<file path="src/rtl/mcp3_arb03_ctl_pkg.sv">
`default_nettype none
// ============================================================================
// Module   : mcp3_arb_pkg
// Brief    : Shared state encoding and constants for the 3-way arbiter.
// Revision : 1.0
// ============================================================================
package mcp3_arb_pkg;

   typedef enum logic [0:0] {
      ST_IDLE  = 1'b0,
      ST_OWNED = 1'b1
   } arb_state_t;

   localparam logic [2:0] RR_PTR_RST = 3'b100;
   localparam logic [2:0] GNT_NONE   = 3'b000;

   function automatic logic is_onehot3(input logic [2:0] v);
      return (v == 3'b001) || (v == 3'b010) || (v == 3'b100);
   endfunction

endpackage
`default_nettype wire

</file>
<file path="src/rtl/mcp3_arb03_ctl_if.sv">
`default_nettype none
// ============================================================================
// Module   : mcp3_arb03_ctl_if
// Brief    : Request/grant/status bundle of the 3-way arbiter, plus a
//            pointer-write hook used to exercise the one-hot self-check.
// Revision : 1.0
// ============================================================================
interface mcp3_arb03_ctl_if;
   logic [2:0] req;
   logic [2:0] done;
   logic       err_clear;
   logic [2:0] grant;
   logic       grant_valid;
   logic [2:0] last_winner;
   logic       oh_err;
   logic       timeout_err;
   logic       dbg_ptr_we;
   logic [2:0] dbg_ptr_val;

   modport master (
      output req, done, err_clear, dbg_ptr_we, dbg_ptr_val,
      input  grant, grant_valid, last_winner, oh_err, timeout_err
   );

   modport slave (
      input  req, done, err_clear, dbg_ptr_we, dbg_ptr_val,
      output grant, grant_valid, last_winner, oh_err, timeout_err
   );
endinterface
`default_nettype wire

</file>
<file path="src/rtl/mcp3_arb03_ctl_ohchk.sv">
`default_nettype none
// ============================================================================
// Module   : mcp3_oh3_chk
// Brief    : 3-bit one-hot checker; flags a non-one-hot vector when enabled.
// Revision : 1.0
// ============================================================================
module mcp3_oh3_chk
   import mcp3_arb_pkg::*;
(
   input  wire logic [2:0] vec,
   input  wire logic       en,
   output logic            err
);

   assign err = en && !is_onehot3(vec);

endmodule
`default_nettype wire

</file>
<file path="src/rtl/mcp3_arb03_ctl_pick.sv">
`default_nettype none
// ============================================================================
// Module   : mcp3_rr03_pick
// Brief    : Combinational round-robin pick over three requesters.
// Revision : 1.0
// ============================================================================
module mcp3_rr03_pick
   import mcp3_arb_pkg::*;
(
   input  wire logic [2:0] req,
   input  wire logic [2:0] pointer,
   input  wire logic [2:0] exclude,
   output logic      [2:0] winner,
   output logic            any
);

   logic [2:0] w_cand;
   logic [1:0] w_base;
   logic [2:0] w_rot;
   logic [2:0] w_low;

   always_comb begin
      w_cand = req & ~exclude;
      any    = |w_cand;
      // Scan starts just above the pointer; a malformed pointer restarts at bit 0.
      if (pointer[0])      w_base = 2'd1;
      else if (pointer[1]) w_base = 2'd2;
      else                 w_base = 2'd0;

      case (w_base)
         2'd1:    w_rot = {w_cand[0], w_cand[2:1]};
         2'd2:    w_rot = {w_cand[1:0], w_cand[2]};
         default: w_rot = w_cand;
      endcase

      w_low = w_rot & (~w_rot + 3'd1);

      case (w_base)
         2'd1:    winner = {w_low[1:0], w_low[2]};
         2'd2:    winner = {w_low[0], w_low[2:1]};
         default: winner = w_low;
      endcase
   end

endmodule
`default_nettype wire

</file>
<file path="src/rtl/mcp3_arb03_ctl.sv">
`default_nettype none
// ============================================================================
// Module   : mcp3_arb03_ctl
// Brief    : Three-requester round-robin arbiter with held grant, one-hot
//            self-check and optional watchdog (MCP3_ARB03_TIMEOUT_EN).
// Revision : 1.0
// ============================================================================
module mcp3_arb03_ctl
   import mcp3_arb_pkg::*;
#(
   parameter int TIMEOUT_CYCLES = 255,
   parameter int TMR_WIDTH      = 16
) (
   input  wire logic        clock,
   input  wire logic        reset,
   mcp3_arb03_ctl_if.slave  bus
);

   arb_state_t state_q, state_d;
   logic [2:0] grant_q, grant_d;
   logic [2:0] last_winner_q, last_winner_d;
   logic       grant_valid_q, grant_valid_d;
   logic       oh_err_q, oh_err_d;
   logic [2:0] w_winner;
   logic [2:0] w_exclude;
   logic       w_any;
   logic       w_done_owner;
   logic       w_expire;
   logic       w_release;
   logic       w_ptr_bad;
   logic       w_gnt_bad;

   if ((TIMEOUT_CYCLES < 2) || (TIMEOUT_CYCLES > ((1 << TMR_WIDTH) - 1))) begin : g_cfg_bad
      $error("mcp3_arb03_ctl: TIMEOUT_CYCLES does not fit TMR_WIDTH or is below 2");
   end

   assign w_exclude    = (state_q == ST_OWNED) ? grant_q : GNT_NONE;
   assign w_done_owner = (state_q == ST_OWNED) && (|(bus.done & grant_q));
   assign w_release    = (state_q == ST_OWNED) && (w_done_owner || w_expire);

   mcp3_rr03_pick u_pick (
      .req     (bus.req),
      .pointer (last_winner_q),
      .exclude (w_exclude),
      .winner  (w_winner),
      .any     (w_any)
   );

   mcp3_oh3_chk u_chk_ptr (
      .vec (last_winner_q),
      .en  (1'b1),
      .err (w_ptr_bad)
   );

   mcp3_oh3_chk u_chk_gnt (
      .vec (grant_q),
      .en  (grant_valid_q),
      .err (w_gnt_bad)
   );

   always_comb begin
      state_d       = state_q;
      grant_d       = grant_q;
      last_winner_d = last_winner_q;
      case (state_q)
         ST_IDLE: begin
            if (w_any) begin
               grant_d       = w_winner;
               last_winner_d = w_winner;
               state_d       = ST_OWNED;
            end
         end
         ST_OWNED: begin
            if (w_release) begin
               if (w_any) begin
                  grant_d       = w_winner;
                  last_winner_d = w_winner;
               end else if (w_done_owner && (|(bus.req & grant_q))) begin
                  // Sole requester releasing while still requesting keeps the slot.
                  grant_d = grant_q;
               end else begin
                  grant_d = GNT_NONE;
                  state_d = ST_IDLE;
               end
            end
         end
         default: begin
            grant_d = GNT_NONE;
            state_d = ST_IDLE;
         end
      endcase
      if (bus.dbg_ptr_we) begin
         last_winner_d = bus.dbg_ptr_val;
      end
      grant_valid_d = |grant_d;
      oh_err_d      = w_ptr_bad || w_gnt_bad || (oh_err_q && !bus.err_clear);
   end

   always_ff @(posedge clock or posedge reset) begin
      if (reset) begin
         state_q       <= ST_IDLE;
         grant_q       <= GNT_NONE;
         grant_valid_q <= 1'b0;
         last_winner_q <= RR_PTR_RST;
         oh_err_q      <= 1'b0;
      end else begin
         state_q       <= state_d;
         grant_q       <= grant_d;
         grant_valid_q <= grant_valid_d;
         last_winner_q <= last_winner_d;
         oh_err_q      <= oh_err_d;
      end
   end

`ifdef MCP3_ARB03_TIMEOUT_EN
   logic [TMR_WIDTH-1:0] hold_cnt_q, hold_cnt_d;
   logic                 timeout_err_q, timeout_err_d;

   // A done in the expiry cycle wins, so the watchdog never fires alongside it.
   assign w_expire = (state_q == ST_OWNED) && !w_done_owner &&
                     (hold_cnt_q == TMR_WIDTH'(TIMEOUT_CYCLES - 1));

   always_comb begin
      hold_cnt_d = '0;
      if ((state_q == ST_OWNED) && !w_release) begin
         hold_cnt_d = (&hold_cnt_q) ? hold_cnt_q : hold_cnt_q + TMR_WIDTH'(1);
      end
      timeout_err_d = w_expire || (timeout_err_q && !bus.err_clear);
   end

   always_ff @(posedge clock or posedge reset) begin
      if (reset) begin
         hold_cnt_q    <= '0;
         timeout_err_q <= 1'b0;
      end else begin
         hold_cnt_q    <= hold_cnt_d;
         timeout_err_q <= timeout_err_d;
      end
   end

   assign bus.timeout_err = timeout_err_q;
`else
   assign w_expire        = 1'b0;
   assign bus.timeout_err = 1'b0;
`endif

   assign bus.grant       = grant_q;
   assign bus.grant_valid = grant_valid_q;
   assign bus.last_winner = last_winner_q;
   assign bus.oh_err      = oh_err_q;

endmodule
`default_nettype wire

</file>
<file path="src/flat_wrapper.sv">
// flat-port wrapper written by rule: the top's interface ports become plain ports
module mcp3_arb03_ctl_flat import mcp3_arb_pkg::*;
#(
   parameter int TIMEOUT_CYCLES = 255,
   parameter int TMR_WIDTH      = 16
)
  (clock, reset, bus_req, bus_done, bus_err_clear, bus_dbg_ptr_we, bus_dbg_ptr_val, bus_grant, bus_grant_valid, bus_last_winner, bus_oh_err, bus_timeout_err);
  mcp3_arb03_ctl_if bus_i ();
  input  wire logic clock;
  input  wire logic reset;
  input wire logic [$bits(bus_i.req)-1:0] bus_req;
  input wire logic [$bits(bus_i.done)-1:0] bus_done;
  input wire logic [$bits(bus_i.err_clear)-1:0] bus_err_clear;
  input wire logic [$bits(bus_i.dbg_ptr_we)-1:0] bus_dbg_ptr_we;
  input wire logic [$bits(bus_i.dbg_ptr_val)-1:0] bus_dbg_ptr_val;
  output wire logic [$bits(bus_i.grant)-1:0] bus_grant;
  output wire logic [$bits(bus_i.grant_valid)-1:0] bus_grant_valid;
  output wire logic [$bits(bus_i.last_winner)-1:0] bus_last_winner;
  output wire logic [$bits(bus_i.oh_err)-1:0] bus_oh_err;
  output wire logic [$bits(bus_i.timeout_err)-1:0] bus_timeout_err;
  assign bus_i.req = bus_req;
  assign bus_i.done = bus_done;
  assign bus_i.err_clear = bus_err_clear;
  assign bus_i.dbg_ptr_we = bus_dbg_ptr_we;
  assign bus_i.dbg_ptr_val = bus_dbg_ptr_val;
  assign bus_grant = bus_i.grant;
  assign bus_grant_valid = bus_i.grant_valid;
  assign bus_last_winner = bus_i.last_winner;
  assign bus_oh_err = bus_i.oh_err;
  assign bus_timeout_err = bus_i.timeout_err;
  mcp3_arb03_ctl #(.TIMEOUT_CYCLES(TIMEOUT_CYCLES), .TMR_WIDTH(TMR_WIDTH)) u_core (.clock(clock), .reset(reset), .bus(bus_i));
endmodule
</file>
<file path="config.mk">
export PLATFORM = sky130hd
export DESIGN_NAME = mcp3_arb03_ctl_flat
export DESIGN_NICKNAME = d
export VERILOG_FILES = /design/src/rtl/mcp3_arb03_ctl_pkg.sv /design/src/rtl/mcp3_arb03_ctl_if.sv /design/src/rtl/mcp3_arb03_ctl_ohchk.sv /design/src/rtl/mcp3_arb03_ctl_pick.sv /design/src/rtl/mcp3_arb03_ctl.sv /design/src/flat_wrapper.sv
export SDC_FILE = /design/constraint.sdc
export NUM_CORES = 1
export LEC_CHECK = 0
export BUFFER_PORTS_ARGS = -buffer_cell sky130_fd_sc_hd__buf_2
export CAP_MARGIN = 10
export CORE_UTILIZATION = 38
export DETAILED_ROUTE_END_ITERATION = 8
export GPL_TIMING_DRIVEN = 0
export PLACE_DENSITY = 0.73
export SLEW_MARGIN = 15
export SYNTH_ARGS = -nofsm -noshare
export SYNTH_HDL_FRONTEND = slang
export SYNTH_SLANG_ARGS = --single-unit
</file>
<file path="constraint.sdc">
create_clock -name clock -period 1.8 [get_ports clock]
set_input_delay 0.09 -clock clock [delete_from_list [all_inputs] [get_ports clock]]
set_output_delay 0.09 -clock clock [all_outputs]
set_load 0.1 [all_outputs]
</file>
==> impl_metrics.ini <==
[status]
status = finished clean

[sta]
hold_viol = 0
max_freq_mhz = 704
setup_ws_ps = 379
rsz0062_at_grt = false
clock_skew_ps = 2.18
finalCriticalPeriod_ps = 1420
setup_viol = 0
slew_violations = 0
fin_crit_sh_pct = 79.0
tns_ps = 0

[grt]
overflow = 0
antenna_found_initial = 0
track_usage_pct = 17.0
grt_pass1_vias = 403
grt_pass1_wl_um = 1770
grt_max_degree = 10

[worst_setup_path]
r2r-start = u_core.bus.grant[1]$_DFF_PP0_
crit_type = flip-flop to flip-flop
worstRegToRegCells = 4
cp.required_ps = 1940
reg2reg_slack_ps = 380
slowest_stage = dfrtp_2
startpoint = u_core.bus.grant[1]$_DFF_PP0_
arrival_ps = 1560
worstSetupStartpointType = flip-flop
critPathMaxFanout = 8
crit_path_end = u_core.bus.grant[2]$_DFF_PP0_
rr_endpoint = u_core.bus.grant[2]$_DFF_PP0_
crit_chain = a222oi_1 -> nand2_1 -> a21oi_2 -> o21ai_1
endpoint_kind = flip-flop
max_stage_delay_ps = 460

[power_and_ir_drop]
power.density_nw_per_um2 = 2120
pwr-share-seq_pct = 26.6
internal_power_mw = 0.573
leakage_nw = 0.316
switching_share_pct = 60.9
combPwrFrac_pct = 62.7
switchingPower_mw = 0.894
pwr-share-clk_pct = 10.7
peakVddDrop_v = 0.00106

[clock_tree]
insertion_delay_ps = 260
cts_resized = 0
ctsHtreeMaxLevel = 1
cts_setup_buffers = 0
cts_buffers = 3
cts.sinks = 9
cts.clk_slew.worst_paths_ps = 60
cts_tree = built
clockBufferDepth = 2
root_buffer = clkbuf_4

[cells_and_area]
n_antenna_cell = 0
areaGrowthSynthToFinish_pct = 29.8
final_common_cell = buf_2
fillers = 145
final-seq-area_um2 = 230
layout-drive-gt1-share_pct = 37.6
final_cell_mix = 20 x buf_2, 6 x inv_1, 6 x o21ai_1
multi_input_area_um2 = 277
layout.nets = 99

[place]
dp_hpwl_um = 892
port_buffers = 20
gp_congestion = 0.846
place_ws_ps = 392

[drt]
vias_per_cell = 5.29
vias = 529
drt-initial-drc-count = 14
first_pass_iters = 4
antenna_left = 0
avgRoutedWirePerCell_um = 11.8
drc = 0
routed_wl_um = 1180

[yosys]
syn_avg_cell_area_um2 = 8.88
syn_area_um2 = 533
ys_ff_latch = 9
yosys_warnings = 0
syn-num-nets = 73
synth_cell_types = 24
synthCells = 60
ys_seq_area_share_pct = 42.5

[floorplan]
core-area_um2 = 1300
initial_core_util_pct = 41.0
num_rows = 13
io-pin-count = 22
dieWidth_um = 39.5
die-height_um = 39.5
die_area_um2 = 1560

[run]
drv_cap = 0

[worst_hold_path]
hold_path_class = primary input to flip-flop
[flip-flops by register name, summed over array words and instances (netlist names)]
| name | flops |
|---|---|
| u_core.bus.grant | 3 |
| u_core.bus.last_winner | 3 |
| u_core.bus.oh_err | 1 |
| u_core.state_q | 1 |
| u_core.bus.grant_valid | 1 |
[cell families (layout without fill, tap and decap cells)]
| kind of cell | Yosys count | in the layout | share of synthesized area, % |
|---|---|---|---|
| AND/OR/NAND/NOR | 15 | 15 | 15.5 |
| flip-flops | 9 | 9 | 42.5 |
| AO/OA/AOI/OAI | 27 | 27 | 34.0 |
| XOR/XNOR | 1 | 1 | 1.64 |
| buffers and inverters | 7 | 32 | 5.63 |
| other | 1 | 1 | 0.704 |
[cell usage after synthesis, drive strengths merged]
cell type	count	area, um2
nor3	1	16.3
o211ai	2	15.0
xor2	1	8.76
inv	6	22.5
conb	1	3.75
and3	1	6.26
a222oi	1	10.0
buf	1	7.51
nor2	5	18.8
nand2	2	7.51
a221o	1	10.0
nand2b	3	18.8
a21oi	5	28.8
o21ai	9	45.0
a21boi	3	30.0
dfrtp	8	200
nand3	3	15.0
dfstp	1	26.3
o32ai	1	8.76
a22oi	2	15.0
a31oi	3	18.8
[power by group through the flow]
stage | logic [mW] | clock network [mW] | registers (mW)
detailed placement | 0.917 | 0 | 0.395
floorplan | 0.307 | 0 | 0.846
global route | 0.971 | 0.171 | 0.408
CTS | 0.920 | 0.159 | 0.391
global placement | 0.907 | 0 | 0.392
finish | 0.919 | 0.157 | 0.390
[worst min path at each step]
stage	cells after the start	from	slack (ps)	end
3_3_place_gp	2	reset	70	u_core.bus.oh_err$_DFF_PP0_
4_1_cts	3	bus_dbg_ptr_val[2]	50	u_core.bus.last_winner[2]$_DFFE_PP1P_
2_1_floorplan	1	reset	-80	u_core.bus.grant_valid$_DFF_PP0_
3_5_place_dp	2	reset	70	u_core.bus.oh_err$_DFF_PP0_
5_1_grt	3	bus_dbg_ptr_val[2]	60	u_core.bus.last_winner[2]$_DFFE_PP1P_
6_report	3	bus_dbg_ptr_val[2]	50	u_core.bus.last_winner[2]$_DFFE_PP1P_
[timing repair]
action                                  in CTS  in global routing
endpoints found under the setup margin       0                  0
hold endpoints to repair                     8                  0
hold buffers                                 1                  0
[layer usage]
metal | vias up | routed length (um) | GRT usage (%)
li1 | 274 | - | -
met1 | 238 | 579 | 25.2
met2 | 15 | 558 | 23.0
met3 | 2 | 31 | 1.70
met4 | 0 | 6 | 10.3
met5 | - | 0 | 0
[layout make-up]
| class | count | share of cell area, % |
|---|---|---|
| buffer | 1 | 1.08 |
| sequential | 9 | 33.3 |
| clock buffer | 4 | 3.80 |
| inverter | 6 | 3.25 |
| tap | 15 | 2.71 |
| multi-input combinational | 44 | 40.0 |
| timing repair buffer | 21 | 15.9 |
[metrics by stage]
step	total power, mW	util (%)	instance area, um2	instances	hold slack [ps]
CTS	1.47	53.2	692	100	51.7
global placement	1.30	50.4	656	95	66.3
global route	1.55	53.2	692	100	62.1
floorplan	1.15	-	537	60	-83.0
finish	1.47	53.2	692	100	53.5
detailed placement	1.31	50.4	656	95	72.7
[worst max-delay path, delay by kind of cell, from the launching register on]
family / cells / cell delay, ps
flip-flops: 1 / 460
AND/OR/NAND/NOR: 1 / 150
AO/OA/AOI/OAI: 3 / 690
Note: power is estimated with default switching activity, not from simulation.
